===== config.mk =====
export PLATFORM = sky130hd
export DESIGN_NAME = program_counter_stack
export DESIGN_NICKNAME = d
export VERILOG_FILES = /design/src/rtl/arch_defs_pkg.sv /design/src/rtl/pc_return_stack.sv /design/src/rtl/program_counter_stack.sv
export SDC_FILE = /design/constraint.sdc
export NUM_CORES = 1
export LEC_CHECK = 0
export ABC_AREA = 1
export BUFFER_PORTS_ARGS = -buffer_cell sky130_fd_sc_hd__buf_2
export CAP_MARGIN = 20
export CORE_AREA = 2 2 111 113
export CTS_CLUSTER_DIAMETER = 30
export DETAILED_ROUTE_END_ITERATION = 7
export DIE_AREA = 0 0 113 115
export SYNTH_ARGS = -nofsm -noshare
export SYNTH_HDL_FRONTEND = slang
export SYNTH_SLANG_ARGS = --single-unit

===== constraint.sdc =====
create_clock -name clk -period 3.08 [get_ports clk]
set_input_delay 0.308 -clock clk [delete_from_list [all_inputs] [get_ports clk]]
set_output_delay 0.308 -clock clk [all_outputs]
set_load 0.05 [all_outputs]

===== src/rtl/arch_defs_pkg.sv =====
// Shared SAP-2 architecture definitions: the address width and the program
// counter operation encoding used by the control path.
package arch_defs_pkg;

  localparam int ADDR_WIDTH = 16;

  typedef enum logic [2:0] {
    PC_HOLD,
    PC_INC,
    PC_LOAD,
    PC_BRANCH,
    PC_CALL,
    PC_RET
  } pc_op_e;

endpackage


===== src/rtl/pc_return_stack.sv =====
// Return-address LIFO for the program counter. Pushes when full and pops when
// empty are ignored; the caller reports them as errors.
module pc_return_stack #(
  parameter int ADDR_WIDTH  = 16,
  parameter int STACK_DEPTH = 4
) (
  input  logic                               clk,
  input  logic                               reset_n,
  input  logic                               push,
  input  logic                               pop,
  input  logic [ADDR_WIDTH-1:0]              push_data,
  output logic [ADDR_WIDTH-1:0]              top,
  output logic [$clog2(STACK_DEPTH+1)-1:0]   depth,
  output logic                               full,
  output logic                               empty
);

  localparam int DEPTH_WIDTH = $clog2(STACK_DEPTH + 1);
  localparam int IDX_WIDTH   = (STACK_DEPTH > 1) ? $clog2(STACK_DEPTH) : 1;

  logic [ADDR_WIDTH-1:0]  mem [STACK_DEPTH];
  logic [DEPTH_WIDTH-1:0] depth_q;
  logic [IDX_WIDTH-1:0]   wr_idx;
  logic [IDX_WIDTH-1:0]   rd_idx;
  logic                   push_ok;
  logic                   pop_ok;

  assign full    = (depth_q == DEPTH_WIDTH'(STACK_DEPTH));
  assign empty   = (depth_q == '0);
  assign depth   = depth_q;
  assign pop_ok  = pop && !empty;
  assign push_ok = push && !full && !pop;
  assign wr_idx  = IDX_WIDTH'(depth_q);
  assign rd_idx  = IDX_WIDTH'(depth_q - DEPTH_WIDTH'(1));
  assign top     = empty ? '0 : mem[rd_idx];

  always_ff @(posedge clk or negedge reset_n) begin
    // NOTE: sequential state uses non-blocking assignments so every register
    // samples pre-edge values, independent of block ordering.
    if (!reset_n) begin
      depth_q <= '0;
    end else if (pop_ok) begin
      depth_q <= depth_q - DEPTH_WIDTH'(1);
    end else if (push_ok) begin
      depth_q <= depth_q + DEPTH_WIDTH'(1);
    end
  end

  // NOTE: storage has no reset; entries above depth are never observed, and
  // leaving them unreset lets the array map onto plain RAM/flops without a reset tree.
  always_ff @(posedge clk) begin
    if (push_ok) begin
      mem[wr_idx] <= push_data;
    end
  end

endmodule


===== src/rtl/program_counter_stack.sv =====
// SAP-2 program counter with increment, absolute load, signed relative branch
// and a hardware call/return stack with sticky overflow/underflow flags.
module program_counter_stack #(
  parameter int                        ADDR_WIDTH   = arch_defs_pkg::ADDR_WIDTH,
  parameter int                        OFFSET_WIDTH = 8,
  parameter int                        STACK_DEPTH  = 4,
  parameter logic [ADDR_WIDTH-1:0]     RESET_VECTOR = '0
) (
  input  logic                              clk,
  input  logic                              reset_n,
  input  logic                              inc_en,
  input  logic                              load_en,
  input  logic [ADDR_WIDTH-1:0]             load_addr,
  input  logic                              branch_en,
  input  logic [OFFSET_WIDTH-1:0]           branch_offset,
  input  logic                              call_en,
  input  logic                              ret_en,
  input  logic                              err_clear,
  output logic [ADDR_WIDTH-1:0]             counter_out,
  output logic [$clog2(STACK_DEPTH+1)-1:0]  stack_depth,
  output logic                              stack_full,
  output logic                              stack_empty,
  output logic                              overflow_err,
  output logic                              underflow_err
);

  import arch_defs_pkg::*;

  pc_op_e                op;
  logic [ADDR_WIDTH-1:0] return_addr;
  logic [ADDR_WIDTH-1:0] branch_target;
  logic [ADDR_WIDTH-1:0] stack_top;
  logic                  call_fault;
  logic                  ret_fault;

  // NOTE: every always_comb output gets a default first so no path can infer a latch.
  always_comb begin
    op = PC_HOLD;
    if (ret_en)         op = PC_RET;
    else if (call_en)   op = PC_CALL;
    else if (load_en)   op = PC_LOAD;
    else if (branch_en) op = PC_BRANCH;
    else if (inc_en)    op = PC_INC;
  end

  // The size cast sign-extends or truncates the offset to the PC width; the
  // add then wraps modulo 2^ADDR_WIDTH in either direction.
  assign branch_target = counter_out + ADDR_WIDTH'($signed(branch_offset));
  assign return_addr   = counter_out + ADDR_WIDTH'(1);
  assign call_fault    = (op == PC_CALL) && stack_full;
  assign ret_fault     = (op == PC_RET) && stack_empty;

  pc_return_stack #(
    .ADDR_WIDTH  (ADDR_WIDTH),
    .STACK_DEPTH (STACK_DEPTH)
  ) u_stack (
    .clk       (clk),
    .reset_n   (reset_n),
    .push      (op == PC_CALL),
    .pop       (op == PC_RET),
    .push_data (return_addr),
    .top       (stack_top),
    .depth     (stack_depth),
    .full      (stack_full),
    .empty     (stack_empty)
  );

  always_ff @(posedge clk or negedge reset_n) begin
    if (!reset_n) begin
      counter_out <= RESET_VECTOR;
    end else begin
      unique case (op)
        PC_INC:    counter_out <= return_addr;
        PC_LOAD:   counter_out <= load_addr;
        PC_BRANCH: counter_out <= branch_target;
        PC_CALL:   if (!stack_full)  counter_out <= load_addr;
        PC_RET:    if (!stack_empty) counter_out <= stack_top;
        default:   counter_out <= counter_out;
      endcase
    end
  end

  // A new fault in the same cycle as err_clear leaves its flag set.
  always_ff @(posedge clk or negedge reset_n) begin
    if (!reset_n) begin
      overflow_err  <= 1'b0;
      underflow_err <= 1'b0;
    end else begin
      overflow_err  <= call_fault || (overflow_err && !err_clear);
      underflow_err <= ret_fault  || (underflow_err && !err_clear);
    end
  end

endmodule


==> impl_metrics.env <==
export IMPL_post_dp_hpwl_um=9658
export IMPL_finalHoldViolCount=0
export IMPL_synth_compound_area_share_pct=7.276
export IMPL_min_path_cells=2
export IMPL_dp_worst_setup_slack_ns=0.8446
export IMPL_num_antenna_cells=0
export IMPL_cts_buffers=9
export IMPL_tns_ns=0
export IMPL_rrSetupSlack_ns=0.84
export IMPL_ys_types=37
export IMPL_area_growth_pct=13.73
export IMPL_cp_required_ns=3.30
export IMPL_worstPathCellList="inv_1, ha_1, buf_4, inv_1, nand3_1, nand3_1, a21boi_1, nand2_1, o21ai_0, nand2_1"
export IMPL_seq_area_frac_synth_pct=47.28
export IMPL_peakVddDrop_mv=0.4449
export IMPL_cts_tree="built"
export IMPL_rsz0062_at_grt="no"
export IMPL_synth_top_family_by_area="simple AND/OR/NAND/NOR gates"
export IMPL_critPathArrivalTime_ns=2.46
export IMPL_cts_buffer_depth=2
export IMPL_clk_latency_ns=0.33
export IMPL_die_y_um=115
export IMPL_row_count=40
export IMPL_synthSimpleGateAreaFrac_pct=30.60
export IMPL_overflow=0
export IMPL_start_util_pct=43.82
export IMPL_ctsHoldBuffers=1
export IMPL_fp_dieArea_sq_um=13000
export IMPL_cts_setup_buffers=0
export IMPL_maxCapViolCount=0
export IMPL_cp_top_family="buffers and inverters"
export IMPL_r2r_start="u_stack.depth[1]"
export IMPL_final_cells=866
export IMPL_clkSinkCount=85
export IMPL_cp_end_kind="flip-flop"
export IMPL_synth_fa_ha_area_share_pct=5.463
export IMPL_power_density_nw_per_um2=1048
export IMPL_postSynthAreaPerCell_sq_um=7.879
export IMPL_max_stage_delay_ns=0.46
export IMPL_dp_cells=850
export IMPL_crit_type="flip-flop to flip-flop"
export IMPL_synthCells=657
export IMPL_fmax_ghz=0.4467
export IMPL_gp_congestion=0.8423
export IMPL_reg2reg_to="counter_out[7]"
export IMPL_skew_ns=0.004510
export IMPL_setup_viol=0
export IMPL_fillers=1146
export IMPL_vias_per_cell=5.137
export IMPL_min_to="underflow_err"
export IMPL_fin_crit_sh_pct=72.69
export IMPL_syn_area_sq_um=5176
export IMPL_grt_max_degree=40
export IMPL_synth_mux_area_share_pct=0
export IMPL_cp_slowest_cell="inv_1"
export IMPL_startpoint_type="flip-flop"
export IMPL_drive_gt1_share_pct=14.05
export IMPL_worstHoldPathType="input pin to flip-flop"
export IMPL_grt_pass1_wl_um=21800
export IMPL_via_count=4449
export IMPL_reg2regPathDepth=10
export IMPL_relSlewSlack_pct=59.54
export IMPL_totalWireLength_um=13320
export IMPL_layout_common_cells="225 x nand2_1, 86 x inv_1, 64 x edfxtp_1"
export IMPL_critPathBufInv=3
export IMPL_fp_dieW_um=113
export IMPL_outcome="complete, no violations"
export IMPL_worstMarginPinSlew_ns=0.6063
export IMPL_synth_seq_cells=85
export IMPL_drc=0
export IMPL_clockRootBuffer="clkbuf_16"
export IMPL_nNetsFinal=769
export IMPL_synthesis_nets=711
export IMPL_path_clk_slew_ns=0.06
export IMPL_setup_slack_ns=0.8412
export IMPL_ios=55
export IMPL_cp_max_fo=16
export IMPL_slew_viol_final=0
export IMPL_core_sq_um=11810
export IMPL_ys_warn_count=0
export IMPL_ctsHtreeMaxLevel=3
export IMPL_min_from="err_clear"
export IMPL_synth_xor_area_share_pct=1.184
export IMPL_grt_pass1_vias=4223
export IMPL_wl_per_cell_um=15.38
export IMPL_grt_antenna_before_repair=0
export IMPL_grt_total_usage_pct=21.51
export IMPL_final_common_cell="nand2_1"
export IMPL_dr_pass1_iters=6
export IMPL_postRouteAntennaNets=0
export IMPL_portBuffers=54
export IMPL_cts_resized=0
export IMPL_leakagePower_nw=2.836
export IMPL_drtIter0Drc=321
export IMPL_finalCriticalPeriod_ns=2.239
-- worst reg2reg max path, delay by kind of cell, from the launching register on --
family                   cells  cell delay (ns)
flip-flops                   1             0.41
buffers and inverters        3             0.75
AO/OA/AOI/OAI                2             0.32
AND/OR/NAND/NOR              4             0.38
adder cells (fa/ha/maj)      1             0.27
-- kinds of logic after synthesis --
family,Yosys count
AOI/OAI and AO/OA,69
xor gates and xnor gates,7
adders and majority gates,22
buffers and inverters,107
DFF,85
and+or+nand+nor,367
-- power by group --
group | switching (mW) | internal (mW) | total (mW)
Sequential | 0.243 | 1.63 | 1.88
Combinational | 2.35 | 0.964 | 3.31
Clock | 0.424 | 0.558 | 0.981
Total | 3.01 | 3.16 | 6.17
-- area by class of cell --
type | count | area [sq um] | share of cell area, %
Tap cell | 147 | 183.9 | 3.124
Timing Repair Buffer | 63 | 340.3 | 5.781
Sequential cell | 85 | 2447 | 41.57
Clock inverter | 5 | 27.53 | 0.4676
Inverter | 91 | 341.6 | 5.802
Multi-Input combinational cell | 465 | 2307 | 39.19
Clock buffer | 10 | 239.0 | 4.060
-- Yosys cell counts, drive strengths merged --
| library cell | n | share of area, % |
|---|---|---|
| buf | 11 | 1.2 |
| nor2 | 50 | 4.2 |
| nand3b | 5 | 0.73 |
| o21ai | 32 | 3.2 |
| a31oi | 2 | 0.24 |
| a21boi | 1 | 0.15 |
| fa | 1 | 0.39 |
| o21bai | 2 | 0.29 |
| edfxtp | 64 | 37 |
| nand2 | 226 | 16 |
| and2 | 1 | 0.12 |
| nor3 | 9 | 0.97 |
| xnor2 | 1 | 0.17 |
| clkbuf | 5 | 0.36 |
| dfrtp | 21 | 10 |
| o22ai | 8 | 0.97 |
| xor2 | 6 | 1.0 |
| a31o | 1 | 0.17 |
| ha | 21 | 5.1 |
| or2 | 6 | 0.73 |
| o2111ai | 1 | 0.17 |
| a21oi | 22 | 2.1 |
| inv | 91 | 6.6 |
| nand3 | 62 | 6.4 |
| nand4 | 8 | 0.97 |
-- metal layers --
| metal | GRT usage (%) | vias up | part of all wire (%) |
|---|---|---|---|
| met4 | 9.268 | 0 | 2.3 |
| met2 | 34.09 | 125 | 47 |
| met3 | 1.845 | 15 | 4.2 |
| met1 | 30.56 | 2048 | 46 |
| met5 | 0 | - | 0 |
| li1 | - | 2261 | - |
-- per-stage QoR --
step	power (mW)	hold WS, ns	utilization (%)	cell area (sq um)
after global placement	5.155	0.3292	47.50	5610
after global routing	6.687	0.1911	49.84	5887
after detailed placement	5.203	0.3274	47.50	5610
after CTS	6.195	0.1724	49.84	5887
after floorplan	4.300	0.01241	-	5179
final	6.169	0.1768	49.84	5887
-- state kept, by name (all words and copies together), names as in the netlist --
name / count
counter_out: 16
overflow_err: 1
u_stack.depth: 3
u_stack.mem: 64
underflow_err: 1
-- worst max-delay path by stage --
stage / from / to / slack, ns / depth (start not counted)
finish: u_stack.depth[1] / counter_out[7] / 0.84 / 10
global route: u_stack.depth[1] / counter_out[7] / 0.60 / 10
floorplan: u_stack.depth[0] / u_stack.mem[0][0] / 0.02 / 8
detailed placement: u_stack.depth[1] / counter_out[1] / 0.84 / 11
CTS: u_stack.depth[1] / counter_out[1] / 0.83 / 11
global placement: u_stack.depth[1] / counter_out[7] / 0.85 / 10
No activity file was read; power rests on OpenSTA's default activity.
